--- src/rtl/mopshub_elink_traffic_gen.sv ---
// mopshub_elink_traffic_gen: multi-channel uplink frame generator driving the mopshubCore elink handshake
module mopshub_elink_traffic_gen #(
  parameter int N_CH = 8,
  parameter int CH_W = 5,
  parameter int DATA_W = 48,
  parameter int GAP = 4,
  parameter int TIMEOUT = 1023,
  parameter logic [31:0] LFSR_SEED = 32'hACE1_2345,
  localparam int FRAME_W = 28 + DATA_W
) (
  input  logic               clk,
  input  logic               rst,
  input  logic               en,
  input  logic               loop_en,
  input  logic [1:0]         mode,
  input  logic [N_CH-1:0]    ch_mask,
  input  logic [15:0]        n_msg,
  input  logic               start_read_elink,
  input  logic               end_read_elink,
  input  logic               end_send_msg,
  output logic               irq_elink,
  output logic [FRAME_W-1:0] payload,
  output logic [11:0]        canid,
  output logic [CH_W-1:0]    chan,
  output logic               busy,
  output logic               done,
  output logic               err_timeout,
  output logic [15:0]        msg_cnt,
  output logic [7:0]         err_cnt
);
  typedef enum logic [2:0] {S_IDLE, S_GAP, S_REQ, S_READ, S_WAIT, S_NEXT, S_FIN} state_t;
  state_t             state_q;
  logic [31:0]        gap_q, tmo_q, lfsr_q, lfsr_n;
  logic [15:0]        att_q, n_q, msg_cnt_q;
  logic [7:0]         seq_q, err_cnt_q;
  logic [CH_W-1:0]    chan_q, low_ch, nxt_ch;
  logic [FRAME_W-1:0] payload_q;
  logic               irq_q, done_q, err_to_q, last;

  function automatic logic bit_at(input logic [N_CH-1:0] v, input int p);
    logic [N_CH-1:0] s;
    s = v >> p;
    return s[0];
  endfunction

  function automatic logic [FRAME_W-1:0] mk_frame(input logic [CH_W-1:0] ch, input logic [7:0] s,
                                                  input logic [7:0] mc, input logic [31:0] l,
                                                  input logic [1:0] m);
    logic [63:0] w;
    w = (m == 2'd1) ? {l, l} : {48'd0, s, mc};
    return {8'(ch), 12'h600 + 12'(ch) + 12'd1, s, w[DATA_W-1:0]};
  endfunction

  assign last   = (att_q + 16'd1) == n_q;
  assign lfsr_n = {lfsr_q[30:0], 1'b0} ^ (lfsr_q[31] ? 32'h0040_0007 : 32'h0);

  // lowest enabled channel for a fresh start, next enabled channel after the current one (wrapping)
  always_comb begin
    low_ch = '0;
    nxt_ch = chan_q;
    for (int i = N_CH - 1; i >= 0; i--) if (bit_at(ch_mask, i)) low_ch = CH_W'(i);
    for (int i = N_CH; i >= 1; i--) if (bit_at(ch_mask, (int'(chan_q) + i) % N_CH)) nxt_ch = CH_W'((int'(chan_q) + i) % N_CH);
  end

  // sequencer: frame build, handshake tracking, timeout and counters, all outputs registered
  always_ff @(posedge clk) begin
    if (rst) begin
      state_q   <= S_IDLE;
      gap_q     <= '0;
      tmo_q     <= '0;
      lfsr_q    <= LFSR_SEED;
      att_q     <= '0;
      n_q       <= '0;
      msg_cnt_q <= '0;
      seq_q     <= '0;
      err_cnt_q <= '0;
      chan_q    <= '0;
      payload_q <= '0;
      irq_q     <= 1'b0;
      done_q    <= 1'b0;
      err_to_q  <= 1'b0;
    end else begin
      done_q   <= 1'b0;
      err_to_q <= 1'b0;
      case (state_q)
        S_IDLE: if (en) begin
          msg_cnt_q <= '0;
          err_cnt_q <= '0;
          if (ch_mask != '0 && n_msg != '0) begin
            chan_q    <= low_ch;
            seq_q     <= '0;
            att_q     <= '0;
            n_q       <= n_msg;
            payload_q <= mk_frame(low_ch, 8'd0, 8'd0, lfsr_q, mode);
            state_q   <= (GAP == 0) ? S_REQ : S_GAP;
            irq_q     <= (GAP == 0);
            gap_q     <= '0;
            tmo_q     <= '0;
          end else state_q <= S_FIN;
        end
        S_GAP: if (gap_q == 32'(GAP - 1)) begin
          state_q <= S_REQ;
          irq_q   <= 1'b1;
          tmo_q   <= '0;
        end else gap_q <= gap_q + 32'd1;
        S_REQ, S_READ, S_WAIT: if (state_q == S_WAIT && end_send_msg) begin
          state_q   <= S_NEXT;
          msg_cnt_q <= msg_cnt_q + 16'd1;
        end else if (tmo_q == 32'(TIMEOUT)) begin
          state_q  <= S_NEXT;
          irq_q    <= 1'b0;
          err_to_q <= 1'b1;
          if (err_cnt_q != 8'hFF) err_cnt_q <= err_cnt_q + 8'd1;
        end else begin
          tmo_q <= tmo_q + 32'd1;
          if (state_q == S_REQ && start_read_elink) begin
            state_q <= S_READ;
            irq_q   <= 1'b0;
          end
          if (state_q == S_READ && end_read_elink) state_q <= S_WAIT;
        end
        S_NEXT: begin
          chan_q    <= nxt_ch;
          seq_q     <= seq_q + 8'd1;
          lfsr_q    <= lfsr_n;
          payload_q <= mk_frame(nxt_ch, seq_q + 8'd1, (last && loop_en) ? 8'd0 : msg_cnt_q[7:0], lfsr_n, mode);
          if (last && !loop_en) state_q <= S_FIN;
          else begin
            att_q   <= last ? 16'd0 : att_q + 16'd1;
            if (last) msg_cnt_q <= '0;
            state_q <= (GAP == 0) ? S_REQ : S_GAP;
            irq_q   <= (GAP == 0);
            gap_q   <= '0;
            tmo_q   <= '0;
          end
        end
        S_FIN: begin
          done_q  <= 1'b1;
          state_q <= S_IDLE;
        end
        default: state_q <= S_IDLE;
      endcase
    end
  end

  assign irq_elink   = irq_q;
  assign payload     = payload_q;
  assign canid       = payload_q[DATA_W+8 +: 12];
  assign chan        = chan_q;
  assign busy        = state_q != S_IDLE;
  assign done        = done_q;
  assign err_timeout = err_to_q;
  assign msg_cnt     = msg_cnt_q;
  assign err_cnt     = err_cnt_q;
endmodule
--- config.mk ---
export PLATFORM = sky130hd
export DESIGN_NAME = mopshub_elink_traffic_gen
export DESIGN_NICKNAME = d
export VERILOG_FILES = /design/src/rtl/mopshub_elink_traffic_gen.sv
export SDC_FILE = /design/constraint.sdc
export NUM_CORES = 1
export LEC_CHECK = 0
export CORE_ASPECT_RATIO = 2
export CORE_MARGIN = 2
export CORE_UTILIZATION = 50
export DETAILED_ROUTE_END_ITERATION = 6
export DONT_BUFFER_PORTS = 1
export HOLD_SLACK_MARGIN = 0.1
export SYNTH_ARGS = -nofsm -noshare
export SYNTH_HDL_FRONTEND = slang
export SYNTH_SLANG_ARGS = --single-unit
--- constraint.sdc ---
create_clock -name clk -period 5.5 [get_ports clk]
set_input_delay 1.1 -clock clk [delete_from_list [all_inputs] [get_ports clk]]
set_output_delay 1.1 -clock clk [all_outputs]
set_load 0.01 [all_outputs]
After elaboration in Yosys (flattened, before gate mapping)

Cells that the tools add are included.

Flip-flop bits (word level): 247
Bits in latches: 0
Memory bits (writable): 0
ROM bits: 0
Output and inout port bits: 121
Word-level logic and storage cells: 181
Memories: 0

$add $sub $neg: 18
Multiply operators: 0
Divide/modulo/power cells: 0
Order comparisons: 0
Equal/unequal tests: 24
Shift-type cells: 8
Muxes and demuxes: 72
Bitwise gates (word level): 10
Reduce and logical (&&, ||, !) cells: 35

Operators with widths:

| cell                                                               | number |
|---|---|
| 8-bit by 32-bit right shift with 1-bit output                      | 8 |
| 32-bit 2-to-1 mux                                                  | 7 |
| 76-bit 2-to-1 mux                                                  | 2 |
| 76-bit case mux with 2 select lines                                | 1 |
| 16-bit 2-to-1 mux                                                  | 8 |
| 32-bit case mux with 4 select lines                                | 1 |
| 48-bit 2-to-1 mux                                                  | 2 |
| 32-bit case mux with 3 select lines                                | 1 |
| 32-bit by 1-bit adder with 32-bit output (second input constant)   | 2 |
| 8-bit 2-to-1 mux                                                   | 7 |
| 5-bit 2-to-1 mux                                                   | 10 |
| 3-bit 2-to-1 mux                                                   | 16 |
| 16-bit case mux with 3 select lines                                | 1 |
| 16-bit by 1-bit adder with 16-bit output (second input constant)   | 2 |
| 32-bit by 10-bit == test with 1-bit output (second input constant) | 1 |
| 32-bit by 2-bit == test with 1-bit output (second input constant)  | 1 |
| 16-bit case mux with 2 select lines                                | 1 |
| 8-bit case mux with 2 select lines                                 | 2 |
| 32-bit by 23-bit XOR with 32-bit output                            | 1 |
| 3-bit OR reduction                                                 | 10 |
| 12-bit by 1-bit adder with 12-bit output (second input constant)   | 2 |
| 23-bit 2-to-1 mux                                                  | 1 |
| 2-bit != test (second input constant)                              | 11 |
| 8-bit by 1-bit adder with 8-bit output (second input constant)     | 2 |
| other kinds (31)                                                   | 67 |

Logic depth before layout (Yosys ltp)

Gate-level depths: netlist (run 1).

Depth after elaboration: 15
Mapped depth: 17
Gate-level depth less buffers: 13

Least setup slack after synthesis (run 1)

OpenSTA, ideal clock, no wires.

Kind: flip-flop to flip-flop
Start point: register chan_q[0], in the netlist chan[0]
End point: register payload_q[57], in the netlist payload[57]
Library setup time: 0.091 ns
Arrival: 3.813 ns
Data required time: 5.409 ns
Setup slack: 1.596 ns
Stages on the path, launching flop included: 17
Cell sequence: dfxtp_1 > buf_2 > buf_2 > buf_2 > inv_1 > ha_1 > buf_2 > mux4_2 > mux2i_1 > or3b_2 > o21ai_0 > a311oi_1 > nand2_1 > inv_1 > ha_1 > nand2_1 > a311oi_1

Cells in the longest elaborated chain, start to end: 15
Elaborated cells on any way between the ends: 43
Those cells by class: add/sub (10); shift (8); mux (9); bitwise (8); reduce/logical (8)

RTL lines:

| item                                          | RTL line | source |
|---|---|---|
| start: declaration                            | 36       | `logic [CH_W-1:0] chan_q, low_ch, nxt_ch;` |
| start signal: assignment                      | 90       | `chan_q <= low_ch;` |
| start signal: assignment                      | 123      | `chan_q <= nxt_ch;` |
| 3-bit by 1-bit adder with 3-bit output        | 62       | `for (int i = N_CH; i >= 1; i--) if (bit_at(ch_mask, (int'(chan_q) + i) % N_CH)) nxt_ch = CH_W'((int'(chan_q) + ...` |
| 3-bit OR reduction (no line)                  | --       |  |
| 1-bit bitwise AND (no line)                   | --       |  |
| 8-bit by 32-bit right shift with 1-bit output | 42       | `s = v >> p;` |
| 5-bit 2-to-1 mux (7 in series)                | 62       |  |
| 5-bit 2-to-1 mux (*)                          | 62       |  |
| 11-bit by 5-bit adder with 12-bit output (*)  | 51       | `return {8'(ch), 12'h600 + 12'(ch) + 12'd1, s, w[DATA_W-1:0]};` |
| 12-bit by 1-bit adder with 12-bit output (*)  | 51       |  |
| 76-bit case mux with 2 select lines (*)       | 85       | `case (state_q)` |
| end signal: assignment                        | 94       | `payload_q <= mk_frame(low_ch, 8'd0, 8'd0, lfsr_q, mode);` |
| end signal: assignment                        | 126      | `payload_q <= mk_frame(nxt_ch, seq_q + 8'd1, (last && loop_en) ? 8'd0 : msg_cnt_q[7:0], lfsr_n, mode);` |
| end: declaration                              | 37       | `logic [FRAME_W-1:0] payload_q;` |

Every way passes the cells marked *; elsewhere a longest branch is shown, timed or not.
A chain may end at the register's enable or synchronous reset.

Final worst setup path (run 1)

Start point: register chan_q[1], in the netlist chan[1]
End point: register payload_q[57], in the netlist payload[57]

The elaborated chain is that of the path after synthesis.

==> flow_summary_export.csv, run 1 <==
group,metric,value,unit
power,power_density,453,nW/um2
setup_path,rrSetupSlack,1.47,ns
power,p_sw,2.22,mW
yosys,synth_top_area_cell,"dfxtp_1",
setup_path,cp.arrival,4.45,ns
yosys,synth_edf_count,0,
timing,period_share,73.3,%
global_routing,antenna_found_initial,0,
yosys,async_reset_ff_share,0,%
power,comb_power_share,34.6,%
timing,timing.final.ws_setup,1.47,ns
cts,hold_buffers,0,
route,wirelength,33500,um
yosys,synth-seq-cells,226,
route,dr_total_vias,10656,
cts,tritoncts,"done",
die,die_x,114,um
die,die_area,25400,um2
final_layout,stdcell_area,12800,um2
global_routing,gr-usage-all-layers,26.1,%
route,detail_route.iter0.violations,644,
power,p_seq_share,36.0,%
yosys,netlist_area,12100,um2
final_layout,postLayoutCoreUtil,53.5,%
power,total_power,5.78,mW
timing,report.final.setup_viol,0,
cts,cts_resized,0,
setup_path,cp-end-kind,"flop",
power,ir_drop,297,uV
die,core,23800,um2
power,swShare,38.5,%
die,initial_core_util,50.6,%
setup_path,worstSetupPathType,"reg -> reg",
final_layout,instances_no_fill,1717,
power,power_frac_clock,29.4,%
yosys,synth_area_leaders,"dfxtp_1 38%, a21oi_1 5.2%, nor2_1 5.2%, nand2_1 5.0%, mux2i_1 4.2%",
timing,tightest_slew,1.15,ns
power,cellLeakagePower,4.53,nW
cts,cts_buffers,22,
route,drt-pass1-iter-count,5,
place,dp_cells,1677,
die,io-pin-count,154,
global_routing,grt_pass1_wl,54100,um
global_routing,first_global_vias,10475,
timing,hold_viol,0,
die,die_h,224,um
yosys,syn_inst,1489,
place,dp_slack,1.17,ns
cts,root_buffer,"clkbuf_16",
route,ant_nets,0,
route,wl_per_cell,19.5,um
timing,grt_setup_unrepaired,"no",
route,drc,0,
setup_path,start_kind,"flop",
yosys,yosysSeqAreaShare,37.5,%
timing,timing.final.crit_period,4.03,ns
timing,slew-limit-headroom,22.8,%
worst_hold_path,holdCritStartpoint,"lfsr_q[17]",
final_layout,insertedDiodeCount,0,
worst_hold_path,min_to,"lfsr_q[18]",
route,via_per_inst,6.21,
yosys,syn_avg_cell_area,8.10,um2
die,row_count,80,
cts,clockBufferDepth,3,
power,intPower,3.55,mW
worst_hold_path,hp-class,"reg -> reg",
setup_path,path_max_fanout,20,
yosys,ys.flop_type,"dfxtp_1",
cts,clk_latency,0.53,ns
place,dpl.hpwl,23600,um
place,placed_cell_area,11900,um2
place,port_buffers,0,
setup_path,r2r_end,"payload[57]",
worst_hold_path,hold_depth,2,
final_layout,fin_nets,1457,
global_routing,globalRouteOverflowTotal,0,
timing,fmax,0.248,GHz
yosys,yosysWarnings,0,
job,max_cap_violations,0,
timing,hold_slack,0.472,ns
global_routing,grt_start_max_net_pins,111,
final_layout,drive_gt1_share,6.64,%
timing,skew,0.0171,ns
yosys,synth_top_area_share,37.5,%
place,place_congestion,0.866,
cts,post_cts_buffers,0,
timing,tns,0,ns
run_status,status,"complete, no violations",
yosys,synth_common_cells,"226 x dfxtp_1, 166 x nor2_1, 160 x nand2_1",
setup_path,r2r-start,"chan[1]",
setup_path,crit_required,5.92,ns
timing,maxSlewViolCount,0,
yosys,ys_types,84,
cts,cts.sinks,226,
setup_path,worstRegToRegCells,13,
final_layout,area_growth,5.75,%
yosys,synth_most_common_cell,"dfxtp_1",
cts,htreeDepth,1,
cts,path_clk_slew,0.06,ns
[sequential cells by signal, summed over array words and instances (netlist names)]
| register | count |
|---|---|
| err_timeout | 1 |
| irq_elink | 1 |
| gap_q | 32 |
| tmo_q | 32 |
| lfsr_q | 32 |
| chan | 4 |
| state_q | 3 |
| payload | 57 |
| done | 1 |
| att_q | 16 |
| n_q | 16 |
| seq_q | 7 |
| err_cnt | 8 |
| msg_cnt | 16 |
[power groups by stage]
stage | logic [mW] | clock network (mW) | registers, mW
2_1_floorplan | 1.65 | 0 | 2.01
3_3_place_gp | 1.98 | 0 | 2.12
3_5_place_dp | 1.99 | 0 | 2.12
4_1_cts | 2.00 | 1.73 | 2.08
5_1_grt | 2.22 | 1.79 | 2.10
6_report | 2.00 | 1.70 | 2.08
[cells in the final DEF, fill, tap and decap left out, types with 8 or more instances in the layout]
master	instances
dfxtp_1	226
nor2_1	165
nand2_1	160
a21oi_1	126
o21ai_0	87
mux2i_1	51
nand3_1	47
inv_1	37
nor3_1	36
or3_1	36
xnor2_1	31
nor4_1	29
and3_1	26
nand4_1	23
clkbuf_16	23
o31ai_1	20
or4_1	20
a31oi_1	18
a211oi_1	16
and4_1	14
xor2_1	13
and2_1	12
conb_1	11
buf_4	11
mux4_2	10
ha_1	10
nand2b_1	9
a32o_1	8
[layout make-up]
type | instances | area [um2]
timing repair buffer | 11 | 82.6
multi-input combinational | 1115 | 6840
inverter | 38 | 143
clock buffer | 32 | 659
clock inverter | 8 | 146
sequential | 226 | 4520
fill | 2355 | 11100
tap | 287 | 359
[layer usage]
layer | track usage [%] | wire length (um)
met5 | 0 | 0
met4 | 12.3 | 1540
met3 | 4.06 | 1610
met1 | 28.1 | 12400
met2 | 48.7 | 18000
[worst max path at each step]
stage                        start           to  slack, ns  depth (start not counted)
after floorplan            chan[0]  payload[57]       1.60                         16
after global placement    n_msg[2]    gap_q[29]       1.15                          9
after detailed placement  n_msg[2]    gap_q[29]       1.17                          9
after CTS                  chan[1]  payload[57]       1.48                         13
after global routing       chan[1]  payload[58]       1.17                         13
final                      chan[1]  payload[57]       1.47                         13
[critical path, stage by stage (launching register included)]
cell and delay, ns:
dfxtp_1 0.31, buf_4 0.26, inv_1 0.20, ha_1 0.60
mux4_2 0.67, mux2i_1 0.47, or3b_2 0.48, o21ai_0 0.09
a311oi_1 0.10, nand2_1 0.13, inv_1 0.05, ha_1 0.26
nand2_1 0.04, a311oi_1 0.27
[cell families (layout without fill, tap and decap cells)]
group / after synthesis / in the layout / share of synthesized area [%]
DFF: 226 / 226 / 37.5
AOI/OAI and AO/OA: 373 / 373 / 20.2
xor gates and xnor gates: 45 / 45 / 3.39
buffers and inverters: 158 / 89 / 6.28
and+or+nand+nor: 610 / 610 / 25.0
adders and majority gates: 10 / 10 / 1.04
muxes: 66 / 66 / 6.57
other: 1 / 11 / 0.0311
No activity file was read; power rests on OpenSTA's default activity.
==> run 2, diff against run 1 <==
==> constraint.sdc (replaced) <==
create_clock -name clk -period 4.17 [get_ports clk]
set_input_delay 0.834 -clock clk [delete_from_list [all_inputs] [get_ports clk]]
set_output_delay 0.834 -clock clk [all_outputs]
set_load 0.01 [all_outputs]
==> run 2 against run 1 <==
Setup slack worse by 0.99 ns. Via count increased by 0.76%. Global-route usage increased by 0.29 points. Sequential cell count is the same. Die area did not move. Cell count is 0.70% higher. Clock skew is 0.0087 ns lower. First-iteration DRC count shrank 1.6%. Power increased by 29%. Cell area rose by 0.24%. Sequential power grew 32%. Wire length grew 0.15%. Critical endpoint is now tmo_q[6]. Largest cell class unchanged. Largest power group unchanged.
==> flow_summary_export.csv, run 2 (same netlist as run 1, synthesis figures left out) <==
group,metric,value,unit
run_status,status,"complete, no violations",
global_routing,antenna_found_initial,0,
setup_path,cp-end-kind,"flop",
die,die_h,224,um
setup_path,start_kind,"flop",
cts,clockBufferDepth,3,
timing,hold_viol,0,
final_layout,final_common_cell,"dfxtp_1",
setup_path,critPathMaxStageDelay,0.86,ns
power,power_density,584,nW/um2
cts,path_clk_slew,0.07,ns
die,row_count,80,
setup_path,critPathTopFamily,"compound AO/OA/AOI/OAI gates",
cts,cts_resized,0,
final_layout,largest_register_ffs,57,
timing,timing.final.ws_setup,0.476,ns
timing,skew,0.00843,ns
cts,hold_buffers,0,
setup_path,cpMostUsedCell,"a21oi_1",
route,dr_total_vias,10737,
global_routing,grt_pass1_wl,54700,um
setup_path,worstSetupPathType,"reg -> reg",
route,drc,0,
die,die_area,25400,um2
worst_hold_path,hp-class,"in -> reg",
final_layout,final_cell_mix,"226 x dfxtp_1, 165 x nor2_1, 160 x nand2_1",
route,wl_per_cell,19.4,um
setup_path,crit_chain,"ha_1 > and4_1 > a21oi_1 > mux2_2 > o32a_1 > o2111a_1 > a21oi_1 > o21ai_0 > a32o_1",
route,drt-pass1-iter-count,5,
global_routing,grt_start_max_net_pins,111,
job,max_cap_violations,0,
timing,maxSlewViolCount,0,
final_layout,fin_nets,1470,
place,dp_slack,0.570,ns
timing,fmax,0.271,GHz
cts,tritoncts,"done",
timing,slew-limit-headroom,31.9,%
power,cellLeakagePower,4.57,nW
timing,tns,0,ns
route,wirelength,33600,um
cts,cts.sinks,226,
setup_path,cp_slowest_cell,"a21oi_1",
die,initial_core_util,50.6,%
setup_path,crit_required,4.58,ns
route,detail_route.iter0.violations,634,
global_routing,first_global_vias,10531,
die,io-pin-count,154,
route,via_per_inst,6.21,
timing,report.final.setup_viol,0,
global_routing,globalRouteOverflowTotal,0,
cts,root_buffer,"clkbuf_16",
timing,timing.final.crit_period,3.69,ns
die,core,23800,um2
cts,cts_buffers,22,
place,port_buffers,0,
setup_path,path_max_fanout,12,
timing,tightest_slew,1.02,ns
route,ant_nets,0,
cts,post_cts_buffers,0,
place,place_congestion,0.870,
die,die_x,114,um
timing,grt_setup_unrepaired,"no",
final_layout,postLayoutCoreUtil,53.7,%
final_layout,drive_gt1_share,7.35,%
setup_path,crit_buf_inv,0,
final_layout,insertedDiodeCount,0,
timing,period_share,88.6,%
power,ir_drop,408,uV
place,dpl.hpwl,23700,um
global_routing,gr-usage-all-layers,26.3,%
final_layout,area_growth,6.00,%
setup_path,cp.arrival,4.10,ns
place,dp_cells,1690,
final_layout,instances_no_fill,1729,
cts,clk_latency,0.52,ns
cts,htreeDepth,1,
-- run 2: cell types whose count changed in the layout (fill, tap and decap cells not counted), sizes merged --
cell	change
bufinv	-2
clkinv	+2
buf	+13
clkinvlp	-1
-- run 2: worst paths after layout --
path / start / end / slack, ns / cells past startpoint
hold reg to reg: lfsr_q[24] / lfsr_q[24] / 0.47 / 2
hold / removal: rst / payload[33] / 0.39 / 1
setup / recovery: att_q[0] / tmo_q[6] / 0.48 / 9
setup reg to reg: att_q[0] / tmo_q[6] / 0.48 / 9
-- run 2: area by class of cell --
cell class / count / area [um2]
clock inverters: 7 / 88.8
multi-input cells: 1115 / 6840
inverters: 38 / 143
flip-flops and latches: 226 / 4520
clock buffers: 32 / 649
fillers: 2325 / 11000
repair buffers: 24 / 180
well taps: 287 / 359
-- run 2: metal layers --
layer	vias up	global-route usage [%]	wire, um	share of wire (%)
li1	5250	-	-	-
met1	5169	27.6	12400	37
met2	242	50.2	18300	54
met3	76	4.36	1560	4.6
met4	0	11.8	1340	4.0
met5	-	0	0	0
-- run 2: power breakdown --
part	switching [mW]	internal, mW
clock network	0.874	1.21
registers	0.344	2.39
logic	1.69	0.960
-- run 2: stage by stage --
step	hold slack (ns)	area [um2]	total power, mW
floorplan	0.445	12100	4.82
global placement	0.459	12000	5.41
detailed placement	0.462	12000	5.42
CTS	0.373	12800	7.52
global route	0.365	12800	7.91
finish	0.392	12800	7.47
==> run 3, diff against run 2 <==
--- a/config.mk
+++ b/config.mk
@@ -10,7 +10,8 @@
 export CORE_UTILIZATION = 50
 export DETAILED_ROUTE_END_ITERATION = 6
 export DONT_BUFFER_PORTS = 1
-export HOLD_SLACK_MARGIN = 0.1
+export HOLD_SLACK_MARGIN = 0.02
+export SETUP_SLACK_MARGIN = 0.4
 export SYNTH_ARGS = -nofsm -noshare
 export SYNTH_HDL_FRONTEND = slang
 export SYNTH_SLANG_ARGS = --single-unit
==> run 3 against run 2 <==
Worst hold slack worse by 0.034 ns. Critical endpoint is now payload[60]. Sequential power hardly changed. Fmax is 5.7% higher. Non-clock buffer count is 1 higher. Critical path depth is 4 higher. Global-route usage hardly changed. First-iteration DRC count is 1.4% higher. Setup slack better by 0.20 ns. Utilization is 0.24 points higher.
==> flow_summary_export.csv, run 3 (same netlist as run 1, synthesis figures left out) <==
group,metric,value,unit
cts,post_cts_buffers,0,
place,place_congestion,0.907,
timing,hold_viol,0,
power,power_frac_clock,28.4,%
cts,path_clk_slew,0.08,ns
power,power_density,591,nW/um2
global_routing,globalRouteOverflowTotal,0,
power,intPower,4.63,mW
final_layout,fin_nets,1471,
setup_path,cp_slowest_cell,"mux4_2",
final_layout,insertedDiodeCount,0,
place,dpl.hpwl,23900,um
final_layout,stdcell_area,12800,um2
cts,root_buffer,"clkbuf_16",
final_layout,final_cell_mix,"226 x dfxtp_1, 165 x nor2_1, 160 x nand2_1",
route,wl_per_cell,19.4,um
timing,tightest_slew,0.841,ns
place,dp_slack,0.629,ns
timing,fmax,0.286,GHz
final_layout,final_common_cell,"dfxtp_1",
job,max_cap_violations,0,
setup_path,crit_required,4.62,ns
power,ir_drop,507,uV
final_layout,area_growth,6.46,%
timing,timing.final.ws_setup,0.677,ns
setup_path,worstSetupPathType,"reg -> reg",
route,drc,0,
global_routing,antenna_found_initial,0,
timing,slew-limit-headroom,43.8,%
die,initial_core_util,50.6,%
power,p_sw,2.95,mW
route,via_per_inst,6.18,
place,placed_cell_area,12100,um2
cts,clk_latency,0.53,ns
die,die_h,224,um
run_status,status,"complete, no violations",
final_layout,fillers,2303,
timing,tns,0,ns
cts,htreeDepth,1,
power,cellLeakagePower,4.58,nW
global_routing,grt_start_max_net_pins,111,
final_layout,largest_register_ffs,57,
power,comb_power_share,35.6,%
die,die_x,114,um
setup_path,path_max_fanout,11,
timing,maxSlewViolCount,0,
global_routing,gr-usage-all-layers,26.3,%
die,core,23800,um2
timing,grt_setup_unrepaired,"no",
setup_path,crit_chain,"inv_1 > ha_2 > mux4_2 > mux2i_1 > nand2b_1 > a311o_1 > a21oi_1 > o221ai_1 > inv_1 > ha_1 > nand3_1 > xnor2_1 > o21ai_0",
cts,cts.sinks,226,
cts,cts_buffers,22,
setup_path,critPathMaxStageDelay,0.64,ns
timing,period_share,83.8,%
power,p_seq_share,35.9,%
place,port_buffers,0,
die,die_area,25400,um2
global_routing,grt_pass1_wl,54500,um
cts,clockBufferDepth,3,
route,dr_total_vias,10695,
timing,skew,0.0217,ns
route,detail_route.iter0.violations,643,
setup_path,cp.arrival,3.95,ns
setup_path,start_kind,"flop",
worst_hold_path,hp-class,"in -> reg",
cts,tritoncts,"done",
timing,report.final.setup_viol,0,
place,dp_cells,1691,
power,swShare,39.0,%
setup_path,cp-end-kind,"flop",
final_layout,drive_gt1_share,7.89,%
route,ant_nets,0,
route,wirelength,33600,um
global_routing,first_global_vias,10409,
final_layout,instances_no_fill,1731,
setup_path,cpMostUsedCell,"inv_1",
die,io-pin-count,154,
timing,timing.final.crit_period,3.49,ns
die,row_count,80,
route,drt-pass1-iter-count,7,
run 3: layer usage:
layer	track usage (%)	routed length [um]	vias up
met4	11.0	1250	0
met1	28.2	12400	5083
met5	0	0	-
li1	-	-	5268
met2	50.1	18400	266
met3	4.14	1560	78
run 3: worst paths after layout:
kind,start,endpoint,slack (ns),cells after the start
worst min-delay path,rst,payload[42],0.36,1
worst min register to register,lfsr_q[17],lfsr_q[18],0.48,2
worst max register to register,chan[1],payload[60],0.68,13
worst max-delay path,chan[1],payload[60],0.68,13
run 3: critical path, delay by kind of cell, from the launching register on:
kind / cells / cell delay, ns
AOI/OAI and AO/OA: 4 / 0.84
xor gates and xnor gates: 1 / 0.14
adders and majority gates: 2 / 0.71
buffers and inverters: 2 / 0.22
DFF: 1 / 0.33
muxes: 2 / 0.95
and+or+nand+nor: 2 / 0.21
run 3: final cells by class:
type                    instances  area [um2]  share of cell area, %
clock buffers                  29         617                   4.81
well taps                     287         359                   2.80
flip-flops and latches        226        4520                   35.2
inverters                      38         143                   1.11
clock inverters                11         161                   1.26
multi-input cells            1115        6850                   53.3
repair buffers                 25         188                   1.46
run 3: what timing repair did:
action | in CTS | in global routing
hold buffers | 0 | 0
resized for setup | 0 | 3
setup endpoints to repair | 0 | 12
run 3: power groups by stage:
stage                     Combinational (mW)  Clock (mW)  Sequential, mW
after floorplan                         2.18           0            2.65
after global placement                  2.66           0            2.77
after detailed placement                2.69           0            2.77
after CTS                               2.70        2.20            2.73
after global routing                    2.99        2.29            2.75
final                                   2.70        2.15            2.73
run 3: metrics by stage:
stage / util (%) / power, mW / hold WS, ns
2_1_floorplan: - / 4.83 / 0.445
3_3_place_gp: 50.6 / 5.43 / 0.460
3_5_place_dp: 50.6 / 5.46 / 0.463
4_1_cts: 53.9 / 7.63 / 0.353
5_1_grt: 53.9 / 8.03 / 0.349
6_report: 53.9 / 7.58 / 0.357
